File: src/rtl/comparator_pkg.sv
// Shared definitions for the cascadable magnitude comparator: result encoding,
// default operand width and slice width.
package comparator_pkg;

    localparam int unsigned DEFAULT_WIDTH = 1;
    localparam int unsigned SLICE_W       = 4;

    // One-hot result, bit order {GT, EQ, LT} matches the h/e/l output order.
    typedef enum logic [2:0] {
        RES_NONE = 3'b000,
        RES_LT   = 3'b001,
        RES_EQ   = 3'b010,
        RES_GT   = 3'b100
    } cmp_res_e;

endpackage

File: src/rtl/comparator_slice.sv
// Combinational 4-bit magnitude compare. Ties are resolved from the
// less-significant cascade inputs; the most-significant slice optionally
// applies the two's-complement correction.
module comparator_slice
    import comparator_pkg::*;
(
    input  logic [SLICE_W-1:0] a_i,
    input  logic [SLICE_W-1:0] b_i,
    input  logic               signed_i,
    input  logic               casc_h_i,
    input  logic               casc_l_i,
    output logic               h_o,
    output logic               e_o,
    output logic               l_o
);

    logic [SLICE_W-1:0] a_adj;
    logic [SLICE_W-1:0] b_adj;
    cmp_res_e           res;

    always_comb begin
        a_adj = a_i;
        b_adj = b_i;
        // Inverting the sign bits maps two's-complement order onto unsigned order.
        if (signed_i) begin
            a_adj[SLICE_W-1] = ~a_i[SLICE_W-1];
            b_adj[SLICE_W-1] = ~b_i[SLICE_W-1];
        end

        res = RES_EQ;
        if (a_adj > b_adj) begin
            res = RES_GT;
        end else if (a_adj < b_adj) begin
            res = RES_LT;
        end else if (casc_h_i) begin
            res = RES_GT;
        end else if (casc_l_i) begin
            res = RES_LT;
        end

        {h_o, e_o, l_o} = res;
    end

endmodule

File: src/rtl/comparator.sv
// Registered cascadable comparator: operands are extended to whole nibbles,
// compared by a chain of 4-bit slices, and the one-hot result is registered.
module comparator
    import comparator_pkg::*;
#(
    parameter int unsigned WIDTH  = DEFAULT_WIDTH,
    parameter int unsigned SIGNED = 0
) (
    input  logic             clk,
    input  logic             rst,
    input  logic [WIDTH-1:0] a,
    input  logic [WIDTH-1:0] b,
    input  logic             in_valid,
    input  logic             casc_h,
    input  logic             casc_e,
    input  logic             casc_l,
    output logic             h,
    output logic             e,
    output logic             l,
    output logic             out_valid
);

    localparam int unsigned NSLICE = (WIDTH + SLICE_W - 1) / SLICE_W;
    localparam int unsigned EXT_W  = NSLICE * SLICE_W;

    logic [EXT_W-1:0]  a_ext;
    logic [EXT_W-1:0]  b_ext;
    logic [NSLICE:0]   ch_h;
    logic [NSLICE:0]   ch_l;
    logic [NSLICE-1:0] ch_e;
    cmp_res_e          res_d;
    logic [2:0]        res_q;
    logic              vld_q;
    logic              unused_ok;

    always_comb begin
        if (SIGNED != 0) begin
            a_ext = EXT_W'($signed(a));
            b_ext = EXT_W'($signed(b));
        end else begin
            a_ext = EXT_W'(a);
            b_ext = EXT_W'(b);
        end
    end

    assign ch_h[0] = casc_h;
    assign ch_l[0] = casc_l;

    for (genvar g = 0; g < NSLICE; g++) begin : g_slice
        comparator_slice u_slice (
            .a_i      (a_ext[g*SLICE_W +: SLICE_W]),
            .b_i      (b_ext[g*SLICE_W +: SLICE_W]),
            .signed_i ((SIGNED != 0) && (g == NSLICE - 1)),
            .casc_h_i (ch_h[g]),
            .casc_l_i (ch_l[g]),
            .h_o      (ch_h[g+1]),
            .e_o      (ch_e[g]),
            .l_o      (ch_l[g+1])
        );
    end

    // An equal compare with neither casc_h nor casc_l already resolves to EQ,
    // so casc_e and the lower slices' equal flags carry no extra information.
    assign unused_ok = ^{casc_e, ch_e};

    always_comb begin
        res_d = cmp_res_e'({ch_h[NSLICE], ch_e[NSLICE-1], ch_l[NSLICE]});
    end

    always_ff @(posedge clk) begin
        if (rst) begin
            res_q <= '0;
            vld_q <= 1'b0;
        end else begin
            vld_q <= in_valid;
            if (in_valid) begin
                res_q <= res_d;
            end
        end
    end

    assign h         = res_q[2];
    assign e         = res_q[1];
    assign l         = res_q[0];
    assign out_valid = vld_q;

endmodule

File: config.mk
export PLATFORM = sky130hd
export DESIGN_NAME = comparator
export DESIGN_NICKNAME = d
export VERILOG_FILES = /design/src/rtl/comparator_pkg.sv /design/src/rtl/comparator_slice.sv /design/src/rtl/comparator.sv
export SDC_FILE = /design/constraint.sdc
export NUM_CORES = 1
export LEC_CHECK = 0
export BUFFER_PORTS_ARGS = -buffer_cell sky130_fd_sc_hd__buf_2
export CORE_AREA = 2 2 39 41
export CTS_CLUSTER_DIAMETER = 120
export DETAILED_ROUTE_END_ITERATION = 12
export DIE_AREA = 0 0 41 43
export SLEW_MARGIN = 25
export SYNTH_ARGS = -nofsm -noshare
export SYNTH_HDL_FRONTEND = slang
export SYNTH_SLANG_ARGS = --single-unit
export TNS_END_PERCENT = 50
File: constraint.sdc
create_clock -name clk -period 1.3 [get_ports clk]
set_input_delay 0.195 -clock clk [delete_from_list [all_inputs] [get_ports clk]]
set_output_delay 0.195 -clock clk [all_outputs]
set_load 0.05 [all_outputs]
==> flow_results.xml, run 1 <==
<?xml version="1.0" encoding="UTF-8"?>
<metrics>
  <group name="grt">
    <metric name="grt_util_all_layers" unit="">0.0561</metric>
    <metric name="grt_first_pass_wirelength" unit="µm">538</metric>
    <metric name="grt_start_max_net_pins" unit="">7</metric>
    <metric name="grt_antenna_before_repair" unit="">0</metric>
    <metric name="overflow" unit="">0</metric>
    <metric name="vias_in_the_first_global_route" unit="">141</metric>
  </group>
  <group name="clock_tree">
    <metric name="cts-buffers-inserted" unit="">3</metric>
    <metric name="cts_root_buf" unit="">sky130_fd_sc_hd__clkbuf_4</metric>
    <metric name="insertion_delay" unit="ns">0.23</metric>
    <metric name="cts.hold.buffers_added" unit="">0</metric>
    <metric name="cts_htree_levels" unit="">1</metric>
    <metric name="cts.clk_slew.worst_paths" unit="ns">0.04</metric>
    <metric name="tritoncts_clock_tree" unit="">done</metric>
    <metric name="clock_sink_count" unit="">4</metric>
    <metric name="cts_resized" unit="">0</metric>
    <metric name="cts_post_setup_buffers_inserted" unit="">0</metric>
    <metric name="max-clock-path-buffers" unit="">2</metric>
  </group>
  <group name="synthesis">
    <metric name="synth.avg_cell_area" unit="µm²">10.1</metric>
    <metric name="synth_fa_ha_area_frac" unit="">0.185</metric>
    <metric name="yosys_warnings" unit="">0</metric>
    <metric name="synth_edf_count" unit="">0</metric>
    <metric name="synth_compound_gate_area_share" unit="">0.148</metric>
    <metric name="synth_fp_nets" unit="">31</metric>
    <metric name="netlist.area_leader.share" unit="">0.395</metric>
    <metric name="yosys.area_share.xor_xnor" unit="">0</metric>
    <metric name="netlist_area" unit="µm²">203</metric>
    <metric name="synth_simple_gate_area_frac" unit="">0.185</metric>
    <metric name="ys_seq_area_frac" unit="">0.395</metric>
    <metric name="yosys.area.top_type" unit="">sky130_fd_sc_hd__dfxtp_1</metric>
    <metric name="synth_flop_cell" unit="">sky130_fd_sc_hd__dfxtp_1</metric>
    <metric name="synth_top_family_by_area" unit="">adder cells</metric>
    <metric name="synthCells" unit="">20</metric>
    <metric name="yosysMostFrequentCell" unit="">sky130_fd_sc_hd__dfxtp_1</metric>
    <metric name="ys_ff_latch" unit="">4</metric>
    <metric name="synth.area.mux_share" unit="">0.0494</metric>
    <metric name="ys_top_cells_by_area" unit="">sky130_fd_sc_hd__dfxtp_1 (40%), sky130_fd_sc_hd__ha_1 (19%), sky130_fd_sc_hd__a211oi_1 (7.4%)</metric>
    <metric name="share_of_async_settable_or_async_resettable_flops_after_synthesis" unit="">0</metric>
    <metric name="library_cells_used_by_synthesis" unit="">12</metric>
    <metric name="commonest_cells_post_synth" unit="">sky130_fd_sc_hd__dfxtp_1 (4), sky130_fd_sc_hd__ha_1 (3), sky130_fd_sc_hd__a211oi_1 (2), sky130_fd_sc_hd__inv_1 (2), sky130_fd_sc_hd__nor2_1 (2)</metric>
  </group>
  <group name="placement">
    <metric name="detailed_placer_s_ending_hpwl" unit="µm">351</metric>
    <metric name="number_of_buffer_cells_added_on_primary_ports" unit="">10</metric>
    <metric name="dpl_worst_slack" unit="ns">0.0754</metric>
    <metric name="place.gp.congestion" unit="">0.618</metric>
  </group>
  <group name="timing">
    <metric name="clock_skew" unit="ns">0</metric>
    <metric name="max-slew-margin-rel" unit="">0.820</metric>
    <metric name="unrepaired_setup_endpoints_after_global_routing" unit="">no</metric>
    <metric name="max_freq" unit="MHz">984</metric>
    <metric name="final-hold-violation-count" unit="">0</metric>
    <metric name="worst_pin_slew" unit="ns">0.268</metric>
    <metric name="worst_slack" unit="ns">0.283</metric>
    <metric name="setup-violations-final" unit="">0</metric>
    <metric name="period_needed" unit="ns">1.02</metric>
    <metric name="timing.setup.tns" unit="ns">0</metric>
    <metric name="slew_viol_final" unit="">0</metric>
    <metric name="timing.final.crit_share" unit="">0.782</metric>
  </group>
  <group name="layout">
    <metric name="final.fill_count" unit="">149</metric>
    <metric name="finalNetCount" unit="">46</metric>
    <metric name="diodes" unit="">0</metric>
    <metric name="multiInputGateArea" unit="µm²">115</metric>
    <metric name="drive_gt1_frac" unit="">0.424</metric>
    <metric name="ff_latch_area" unit="µm²">80.1</metric>
    <metric name="area.growth.synth_to_final" unit="%">45.7</metric>
  </group>
  <group name="critical_path">
    <metric name="path_max_fanout" unit="">2</metric>
    <metric name="critical-path-max-stage-delay" unit="ns">0.33</metric>
    <metric name="crit_arrival" unit="ns">0.82</metric>
    <metric name="criticalPathCategory" unit="">flop to output pin</metric>
    <metric name="crit_path_cell_trace" unit="">buf_2</metric>
    <metric name="cp_slowest_cell" unit="">sky130_fd_sc_hd__dfxtp_1</metric>
    <metric name="path_delay_family" unit="">flip-flops</metric>
    <metric name="worstPathRequired" unit="ns">1.11</metric>
    <metric name="setup.worst_path.end_class" unit="">output pin</metric>
    <metric name="cp-start-kind" unit="">flop</metric>
    <metric name="cp.buffers_inverters" unit="">1</metric>
  </group>
  <group name="min_path">
    <metric name="hp_class" unit="">input port to flop</metric>
  </group>
  <group name="routing">
    <metric name="via_count" unit="">181</metric>
    <metric name="dr_iter_0_viols" unit="">2</metric>
    <metric name="first_pass_iters" unit="">4</metric>
    <metric name="drc" unit="">0</metric>
    <metric name="drt-total-wl" unit="µm">425</metric>
    <metric name="ant_nets" unit="">0</metric>
    <metric name="routed_wl_per_cell" unit="µm">8.67</metric>
    <metric name="drt-vias-per-instance" unit="">3.69</metric>
  </group>
  <group name="floorplan">
    <metric name="num_rows" unit="">14</metric>
    <metric name="die_h" unit="µm">43</metric>
    <metric name="core" unit="µm²">1380</metric>
    <metric name="chipWidth" unit="µm">41</metric>
    <metric name="num_io_pins" unit="">12</metric>
    <metric name="starting_density" unit="">0.146</metric>
    <metric name="die_area" unit="µm²">1760</metric>
  </group>
  <group name="power_and_ir_drop">
    <metric name="leakage" unit="nW">0.156</metric>
    <metric name="power_per_cell_area" unit="nW/µm²">1230</metric>
    <metric name="vdd.ir_drop.worst" unit="µV">199</metric>
  </group>
  <group name="outcome">
    <metric name="status" unit="">finished, final reports clean</metric>
  </group>
  <group name="run">
    <metric name="cap_violations" unit="">0</metric>
  </group>
</metrics>
worst paths after layout:
path / to / slack (ns) / from / depth (start not counted)
worst max-delay path: l / 0.28 / res_q[0]$_SDFFE_PP0P_ / 1
worst min-delay path: out_valid$_SDFF_PP0_ / 0.17 / rst / 2
worst max register to register: res_q[0]$_SDFFE_PP0P_ / 0.62 / res_q[0]$_SDFFE_PP0P_ / 2
worst min register to register: res_q[0]$_SDFFE_PP0P_ / 0.50 / res_q[0]$_SDFFE_PP0P_ / 2
placed cells by master (no fill, tap or decap), drive strengths merged:
cell type,count
a211oi,2
a21o,1
buf,10
clkbuf,3
dfxtp,4
ha,3
inv,2
mux2i,1
nand3b,1
nor2,2
nor2b,1
nor3b,1
nor4,1
o21a,1
flip-flops by register name, indices dropped and copies added (netlist names):
signal	flops
res_q	3
out_valid	1
cell families after synthesis:
| logic type | count (synthesis) |
|---|---|
| simple gates | 6 |
| compound gates | 4 |
| buf+inv | 2 |
| mux | 1 |
| flops | 4 |
| fa+ha+maj | 3 |
layer usage:
layer / routed length, µm / GRT usage / share of wire
met5: 0 / 0 / 0
met4: 8 / 0.0800 / 0.019
met3: 39 / 0.0471 / 0.092
met2: 183 / 0.0563 / 0.43
met1: 195 / 0.0543 / 0.46
through the flow:
stage / power (mW) / instance area [µm²] / utilization / hold slack [ns] / std cells
after detailed placement: 0.211 / 273 / 0.197 / 0.421 / 46
after floorplan: 0.185 / 203 / - / 0.267 / 20
after global routing: 0.390 / 295 / 0.213 / 0.168 / 49
final: 0.362 / 295 / 0.213 / 0.174 / 49
after global placement: 0.209 / 273 / 0.197 / 0.421 / 46
after CTS: 0.372 / 295 / 0.213 / 0.166 / 49
layout make-up:
cell class | count | share of cell area
multi-input cells | 14 | 0.390
flip-flops and latches | 4 | 0.271
repair buffers | 10 | 0.169
clock buffers | 3 | 0.0763
well taps | 16 | 0.0678
inverters | 2 | 0.0254
where the power goes:
| part | internal [mW] | switching [mW] | total (mW) | leakage (nW) |
|---|---|---|---|---|
| sequential | 0.131 | 0.00298 | 0.134 | 0.0331 |
| combinational | 0.0257 | 0.0487 | 0.0744 | 0.109 |
| clock | 0.103 | 0.0505 | 0.154 | 0.0138 |
(Power assumes the default switching activity.)
==> inputs of run 2 (changes only) <==
- clock period: 1.3 -> 1 ns (I/O delays scaled with it)
==> run 2 against run 1 <==
Power increased by 32%. Die area unchanged. Core utilization increased by 0.90 points. Global-route usage increased by 0.59 points. Combinational power increased by 37%. Worst setup slack got worse by 0.23 ns. Highest routed layer unchanged.
==> flow_results.xml, run 2 (synthesized netlist as in run 1, its figures left out) <==
<?xml version="1.0" encoding="UTF-8"?>
<metrics>
  <group name="critical_path">
    <metric name="crit_arrival" unit="ns">0.80</metric>
    <metric name="path_max_fanout" unit="">2</metric>
    <metric name="criticalPathCategory" unit="">flop to output pin</metric>
    <metric name="cp-start-kind" unit="">flop</metric>
    <metric name="reg2reg_setup_slack" unit="ns">0.33</metric>
    <metric name="crit_path_cell_trace" unit="">buf_2</metric>
    <metric name="setup.worst_path.end_class" unit="">output pin</metric>
    <metric name="path_delay_family" unit="">flip-flops</metric>
    <metric name="critical-path-max-stage-delay" unit="ns">0.31</metric>
    <metric name="worstPathRequired" unit="ns">0.85</metric>
    <metric name="cp_slowest_cell" unit="">sky130_fd_sc_hd__dfxtp_1</metric>
    <metric name="cp.buffers_inverters" unit="">1</metric>
  </group>
  <group name="power_and_ir_drop">
    <metric name="leakage" unit="nW">0.160</metric>
    <metric name="power_per_cell_area" unit="nW/µm²">1550</metric>
    <metric name="vdd.ir_drop.worst" unit="µV">298</metric>
    <metric name="finalPower" unit="µW">477</metric>
  </group>
  <group name="timing">
    <metric name="worst_slack" unit="ns">0.0499</metric>
    <metric name="max-slew-margin-rel" unit="">0.830</metric>
    <metric name="slew_viol_final" unit="">0</metric>
    <metric name="setup-violations-final" unit="">0</metric>
    <metric name="clock_skew" unit="ns">0</metric>
    <metric name="worst_pin_slew" unit="ns">0.253</metric>
    <metric name="period_needed" unit="ns">0.950</metric>
    <metric name="timing.final.crit_share" unit="">0.950</metric>
    <metric name="timing.setup.tns" unit="ns">0</metric>
    <metric name="unrepaired_setup_endpoints_after_global_routing" unit="">no</metric>
    <metric name="final-hold-violation-count" unit="">0</metric>
    <metric name="max_freq" unit="MHz">1050</metric>
  </group>
  <group name="grt">
    <metric name="vias_in_the_first_global_route" unit="">187</metric>
    <metric name="grt_start_max_net_pins" unit="">7</metric>
    <metric name="overflow" unit="">0</metric>
    <metric name="grt_util_all_layers" unit="">0.0621</metric>
    <metric name="grt_antenna_before_repair" unit="">0</metric>
    <metric name="grt_first_pass_wirelength" unit="µm">655</metric>
  </group>
  <group name="clock_tree">
    <metric name="cts_resized" unit="">0</metric>
    <metric name="cts.clk_slew.worst_paths" unit="ns">0.04</metric>
    <metric name="clock_sink_count" unit="">4</metric>
    <metric name="cts-buffers-inserted" unit="">3</metric>
    <metric name="cts_root_buf" unit="">sky130_fd_sc_hd__clkbuf_4</metric>
    <metric name="cts_htree_levels" unit="">1</metric>
    <metric name="cts.hold.buffers_added" unit="">0</metric>
    <metric name="cts_post_setup_buffers_inserted" unit="">0</metric>
    <metric name="insertion_delay" unit="ns">0.23</metric>
    <metric name="max-clock-path-buffers" unit="">2</metric>
    <metric name="tritoncts_clock_tree" unit="">done</metric>
  </group>
  <group name="layout">
    <metric name="max_ffs_per_register" unit="">3</metric>
    <metric name="area.growth.synth_to_final" unit="%">51.9</metric>
    <metric name="most-common-layout-cells" unit="">sky130_fd_sc_hd__buf_2 (8), sky130_fd_sc_hd__clkbuf_4 (5), sky130_fd_sc_hd__dfxtp_1 (4), sky130_fd_sc_hd__ha_1 (3)</metric>
    <metric name="finalNetCount" unit="">47</metric>
    <metric name="drive_gt1_frac" unit="">0.441</metric>
    <metric name="largest-register" unit="">res_q</metric>
    <metric name="diodes" unit="">0</metric>
    <metric name="most_common_cell_after_layout_fill_and_taps_aside" unit="">sky130_fd_sc_hd__buf_2</metric>
  </group>
  <group name="routing">
    <metric name="drt-total-wl" unit="µm">425</metric>
    <metric name="routed_wl_per_cell" unit="µm">8.50</metric>
    <metric name="drt-vias-per-instance" unit="">3.76</metric>
    <metric name="ant_nets" unit="">0</metric>
    <metric name="via_count" unit="">188</metric>
    <metric name="first_pass_iters" unit="">2</metric>
    <metric name="drc" unit="">0</metric>
    <metric name="dr_iter_0_viols" unit="">3</metric>
  </group>
  <group name="run">
    <metric name="cap_violations" unit="">0</metric>
  </group>
  <group name="floorplan">
    <metric name="chipWidth" unit="µm">41</metric>
    <metric name="die_area" unit="µm²">1760</metric>
    <metric name="core" unit="µm²">1380</metric>
    <metric name="num_io_pins" unit="">12</metric>
    <metric name="starting_density" unit="">0.146</metric>
    <metric name="die_h" unit="µm">43</metric>
    <metric name="num_rows" unit="">14</metric>
  </group>
  <group name="min_path">
    <metric name="hp_class" unit="">input port to flop</metric>
  </group>
  <group name="placement">
    <metric name="place.gp.congestion" unit="">0.631</metric>
    <metric name="number_of_buffer_cells_added_on_primary_ports" unit="">10</metric>
    <metric name="dpl_worst_slack" unit="ns">-0.146</metric>
  </group>
  <group name="outcome">
    <metric name="status" unit="">finished, final reports clean</metric>
  </group>
</metrics>
[run 2: final timing paths]
| check | from | to | cells past startpoint |
|---|---|---|---|
| max reg2reg | res_q[1]$_SDFFE_PP0P_ | res_q[1]$_SDFFE_PP0P_ | 2 |
| min reg2reg | res_q[0]$_SDFFE_PP0P_ | res_q[0]$_SDFFE_PP0P_ | 2 |
| max | res_q[1]$_SDFFE_PP0P_ | e | 1 |
| min | rst | res_q[2]$_SDFFE_PP0P_ | 2 |
[run 2: final cells by class]
type / count / area [µm²]
fill: 160 / 1080
multi-input combinational: 14 / 115
sequential: 4 / 80.1
timing repair buffer: 11 / 62.6
clock buffer: 3 / 22.5
tap: 16 / 20.0
inverter: 2 / 7.51
[run 2: report_power, final]
| group | internal (mW) | switching (mW) | total (mW) |
|---|---|---|---|
| sequential | 0.170 | 0.00356 | 0.174 |
| combinational | 0.0388 | 0.0633 | 0.102 |
| clock | 0.134 | 0.0670 | 0.201 |
| total | 0.343 | 0.134 | 0.477 |
[run 2: stage by stage]
step / util / hold WS [ns] / instance area (µm²) / instances
after floorplan: - / 0.222 / 203 / 20
after global placement: 0.203 / 0.375 / 280 / 47
after detailed placement: 0.203 / 0.381 / 280 / 47
after CTS: 0.219 / 0.128 / 303 / 50
after global routing: 0.222 / 0.136 / 308 / 50
final: 0.222 / 0.136 / 308 / 50
[run 2: routing by layer]
metal  share of wire  track usage
met1            0.48       0.0669
met2            0.42       0.0719
met4           0.033       0.0800
met3           0.054       0.0314
met5               0            0
==> inputs of run 3 (changes only) <==
- SYNTH_HIERARCHICAL: not set -> 1
==> run 3 against run 2 <==
The run now ends with negative setup slack left. Flip-flop and latch count unchanged. Largest cell class unchanged. Sequential share of layout area is 9.2 points lower. Routed wire length is 20% higher. Critical endpoint is now res_q[2]$_SDFFE_PP0P_. Synthesized area rose by 46%.
==> flow_results.xml, run 3 <==
<?xml version="1.0" encoding="UTF-8"?>
<metrics>
  <group name="clock_tree">
    <metric name="max-clock-path-buffers" unit="">2</metric>
    <metric name="tritoncts_clock_tree" unit="">done</metric>
    <metric name="clock_sink_count" unit="">4</metric>
    <metric name="cts.clk_slew.worst_paths" unit="ns">0.03</metric>
    <metric name="insertion_delay" unit="ns">0.23</metric>
    <metric name="cts-buffers-inserted" unit="">3</metric>
    <metric name="cts_htree_levels" unit="">1</metric>
    <metric name="cts.hold.buffers_added" unit="">0</metric>
    <metric name="cts_root_buf" unit="">sky130_fd_sc_hd__clkbuf_4</metric>
  </group>
  <group name="critical_path">
    <metric name="cp_slowest_cell" unit="">sky130_fd_sc_hd__ha_4</metric>
    <metric name="criticalPathCategory" unit="">input port to flop</metric>
    <metric name="setup.worst_path.end_class" unit="">flop</metric>
    <metric name="critical-path-max-stage-delay" unit="ns">0.24</metric>
    <metric name="reg2reg_setup_slack" unit="ns">0.40</metric>
    <metric name="crit_path_cell_trace" unit="">buf_6 -&gt; inv_6 -&gt; ha_4 -&gt; and3b_1 -&gt; and4_1 -&gt; buf_4 -&gt; a31oi_1 -&gt; mux2i_1 -&gt; nor2_1</metric>
    <metric name="crit_arrival" unit="ns">1.17</metric>
    <metric name="r2r.worst_path.cells" unit="">2</metric>
    <metric name="cp-start-kind" unit="">input port</metric>
    <metric name="worstPathRequired" unit="ns">1.12</metric>
    <metric name="path_max_fanout" unit="">2</metric>
  </group>
  <group name="power_and_ir_drop">
    <metric name="finalPower" unit="µW">520</metric>
    <metric name="power.sequential.fraction" unit="">0.334</metric>
    <metric name="power.share.switching" unit="">0.288</metric>
    <metric name="power_per_cell_area" unit="nW/µm²">1090</metric>
    <metric name="leakage" unit="nW">0.219</metric>
    <metric name="p_clk_frac" unit="">0.364</metric>
    <metric name="p_comb_frac" unit="">0.302</metric>
    <metric name="power.switching" unit="µW">150</metric>
    <metric name="p_int" unit="µW">370</metric>
    <metric name="vdd.ir_drop.worst" unit="µV">804</metric>
  </group>
  <group name="min_path">
    <metric name="worstHoldPathCells" unit="">2</metric>
    <metric name="hp_class" unit="">input port to flop</metric>
  </group>
  <group name="synthesis">
    <metric name="synth_top_family_by_area" unit="">simple AND/OR/NAND/NOR gates</metric>
    <metric name="yosys_warnings" unit="">6</metric>
    <metric name="netlist_area" unit="µm²">297</metric>
    <metric name="synth_flop_cell" unit="">sky130_fd_sc_hd__dfxtp_1</metric>
    <metric name="netlist.area_leader.share" unit="">0.270</metric>
    <metric name="synth.avg_cell_area" unit="µm²">9.27</metric>
    <metric name="synth_fa_ha_area_frac" unit="">0.127</metric>
    <metric name="ys_seq_area_frac" unit="">0.270</metric>
    <metric name="library_cells_used_by_synthesis" unit="">18</metric>
    <metric name="share_of_async_settable_or_async_resettable_flops_after_synthesis" unit="">0</metric>
    <metric name="ys_top_cells_by_area" unit="">sky130_fd_sc_hd__dfxtp_1 (27%), sky130_fd_sc_hd__ha_1 (13%), sky130_fd_sc_hd__mux2i_1 (10%)</metric>
    <metric name="yosys.area_share.xor_xnor" unit="">0</metric>
    <metric name="synth_edf_count" unit="">0</metric>
    <metric name="yosys.area.top_type" unit="">sky130_fd_sc_hd__dfxtp_1</metric>
    <metric name="commonest_cells_post_synth" unit="">sky130_fd_sc_hd__dfxtp_1 (4), sky130_fd_sc_hd__inv_1 (4)</metric>
    <metric name="synth_simple_gate_area_frac" unit="">0.249</metric>
    <metric name="ys_ff_latch" unit="">4</metric>
    <metric name="synth_compound_gate_area_share" unit="">0.190</metric>
    <metric name="synthCells" unit="">32</metric>
    <metric name="synth.area.mux_share" unit="">0.101</metric>
  </group>
  <group name="run">
    <metric name="cap_violations" unit="">0</metric>
  </group>
  <group name="timing">
    <metric name="unrepaired_setup_endpoints_after_global_routing" unit="">yes</metric>
    <metric name="final.hold.worst_slack" unit="ns">0.129</metric>
    <metric name="clock_skew" unit="ns">0</metric>
    <metric name="max_freq" unit="MHz">951</metric>
    <metric name="timing.setup.tns" unit="ns">-0.105</metric>
    <metric name="final-hold-violation-count" unit="">0</metric>
    <metric name="timing.final.crit_share" unit="">1.05</metric>
    <metric name="period_needed" unit="ns">1.05</metric>
    <metric name="setup-violations-final" unit="">3</metric>
    <metric name="worst_slack" unit="ns">-0.0515</metric>
    <metric name="slew_viol_final" unit="">0</metric>
  </group>
  <group name="grt">
    <metric name="overflow" unit="">0</metric>
    <metric name="grt_util_all_layers" unit="">0.0803</metric>
    <metric name="vias_in_the_first_global_route" unit="">276</metric>
    <metric name="grt_first_pass_wirelength" unit="µm">972</metric>
    <metric name="grt_start_max_net_pins" unit="">6</metric>
    <metric name="grt_antenna_before_repair" unit="">0</metric>
  </group>
  <group name="floorplan">
    <metric name="num_rows" unit="">14</metric>
    <metric name="core" unit="µm²">1380</metric>
    <metric name="num_io_pins" unit="">12</metric>
    <metric name="die_h" unit="µm">43</metric>
    <metric name="starting_density" unit="">0.214</metric>
    <metric name="die_area" unit="µm²">1760</metric>
    <metric name="chipWidth" unit="µm">41</metric>
  </group>
  <group name="layout">
    <metric name="postLayoutCoreUtil" unit="">0.344</metric>
    <metric name="diodes" unit="">0</metric>
    <metric name="ff_latch_area" unit="µm²">80.1</metric>
    <metric name="area.growth.synth_to_final" unit="%">60.8</metric>
    <metric name="finalNetCount" unit="">70</metric>
    <metric name="largest-register" unit="">res_q</metric>
    <metric name="multiInputGateArea" unit="µm²">262</metric>
    <metric name="drive_gt1_frac" unit="">0.333</metric>
    <metric name="final.fill_count" unit="">150</metric>
    <metric name="final_std_cells_w_o_fill" unit="">73</metric>
    <metric name="most_common_cell_after_layout_fill_and_taps_aside" unit="">sky130_fd_sc_hd__conb_1</metric>
    <metric name="most-common-layout-cells" unit="">sky130_fd_sc_hd__conb_1 (12), sky130_fd_sc_hd__buf_2 (7), sky130_fd_sc_hd__clkbuf_4 (4), sky130_fd_sc_hd__dfxtp_1 (4)</metric>
    <metric name="max_ffs_per_register" unit="">3</metric>
  </group>
  <group name="routing">
    <metric name="drc" unit="">0</metric>
    <metric name="ant_nets" unit="">0</metric>
    <metric name="via_count" unit="">295</metric>
    <metric name="first_pass_iters" unit="">1</metric>
    <metric name="drt-vias-per-instance" unit="">4.04</metric>
    <metric name="routed_wl_per_cell" unit="µm">7.01</metric>
    <metric name="dr_iter_0_viols" unit="">0</metric>
    <metric name="drt-total-wl" unit="µm">512</metric>
  </group>
  <group name="placement">
    <metric name="place.gp.congestion" unit="">0.684</metric>
    <metric name="numPlacedInstances" unit="">69</metric>
    <metric name="detailed_placer_s_ending_hpwl" unit="µm">468</metric>
    <metric name="number_of_buffer_cells_added_on_primary_ports" unit="">10</metric>
  </group>
  <group name="outcome">
    <metric name="violations_in_the_final_reports" unit="">negative setup slack</metric>
    <metric name="status" unit="">complete, but fails checks</metric>
  </group>
</metrics>
[run 3: cell count changes after synthesis, moves of 2 or more]
cell / before / now
sky130_fd_sc_hd__inv_1: 2 / 4
sky130_fd_sc_hd__nor2b_1: 0 / 3
sky130_fd_sc_hd__a211oi_1: 2 / 0
sky130_fd_sc_hd__mux2i_1: 1 / 3
[run 3: final timing paths]
path | from | to
setup / recovery | a | res_q[2]$_SDFFE_PP0P_
hold / removal | rst | out_valid$_SDFF_PP0_
setup reg to reg | res_q[1]$_SDFFE_PP0P_ | res_q[1]$_SDFFE_PP0P_
hold reg to reg | res_q[2]$_SDFFE_PP0P_ | res_q[2]$_SDFFE_PP0P_
[run 3: cell type report]
cell class	count	area share
Tap cell	16	0.0420
Multi-Input combinational cell	35	0.549
Clock buffer	3	0.0472
Inverter	4	0.0420
Timing Repair Buffer	11	0.152
Sequential cell	4	0.168
[run 3: repair_timing]
action	in CTS	in global routing
setup buffers	0	1
pin swaps	5	1
setup endpoints to repair	3	4
gates resized for setup	4	1
cloned	0	0
[run 3: stage by stage]
| stage | instance area (µm²) | setup slack, ns |
|---|---|---|
| 2_1_floorplan | 355 | -0.164 |
| 3_3_place_gp | 425 | -0.345 |
| 3_5_place_dp | 425 | -0.351 |
| 4_1_cts | 467 | -0.0654 |
| 5_1_grt | 477 | -0.122 |
| 6_report | 477 | -0.0515 |
[run 3: kinds of logic after synthesis]
logic type	Yosys count
adder cells (fa/ha/maj)	3
AO/OA/AOI/OAI	6
other	1
AND/OR/NAND/NOR	11
flip-flops	4
multiplexers	3
buffers and inverters	4
[run 3: power groups by stage]
stage	registers [mW]	logic (mW)	clock network, mW
floorplan	0.210	0.0718	0
global placement	0.176	0.139	0
detailed placement	0.176	0.139	0
CTS	0.174	0.149	0.201
global route	0.175	0.175	0.217
finish	0.174	0.157	0.190
[run 3: routing by layer]
layer / vias up / track usage / wire length (µm)
li1: 157 / - / -
met1: 131 / 0.0868 / 223
met2: 7 / 0.128 / 260
met3: 0 / 0.0628 / 29
met4: 0 / 0 / 0
met5: - / 0 / 0
[run 3: critical path: cells and delay by family]
family | cells | cell delay, ns
buf+inv | 3 | 0.22
compound gates | 1 | 0.03
fa+ha+maj | 1 | 0.24
mux | 1 | 0.14
simple gates | 3 | 0.40
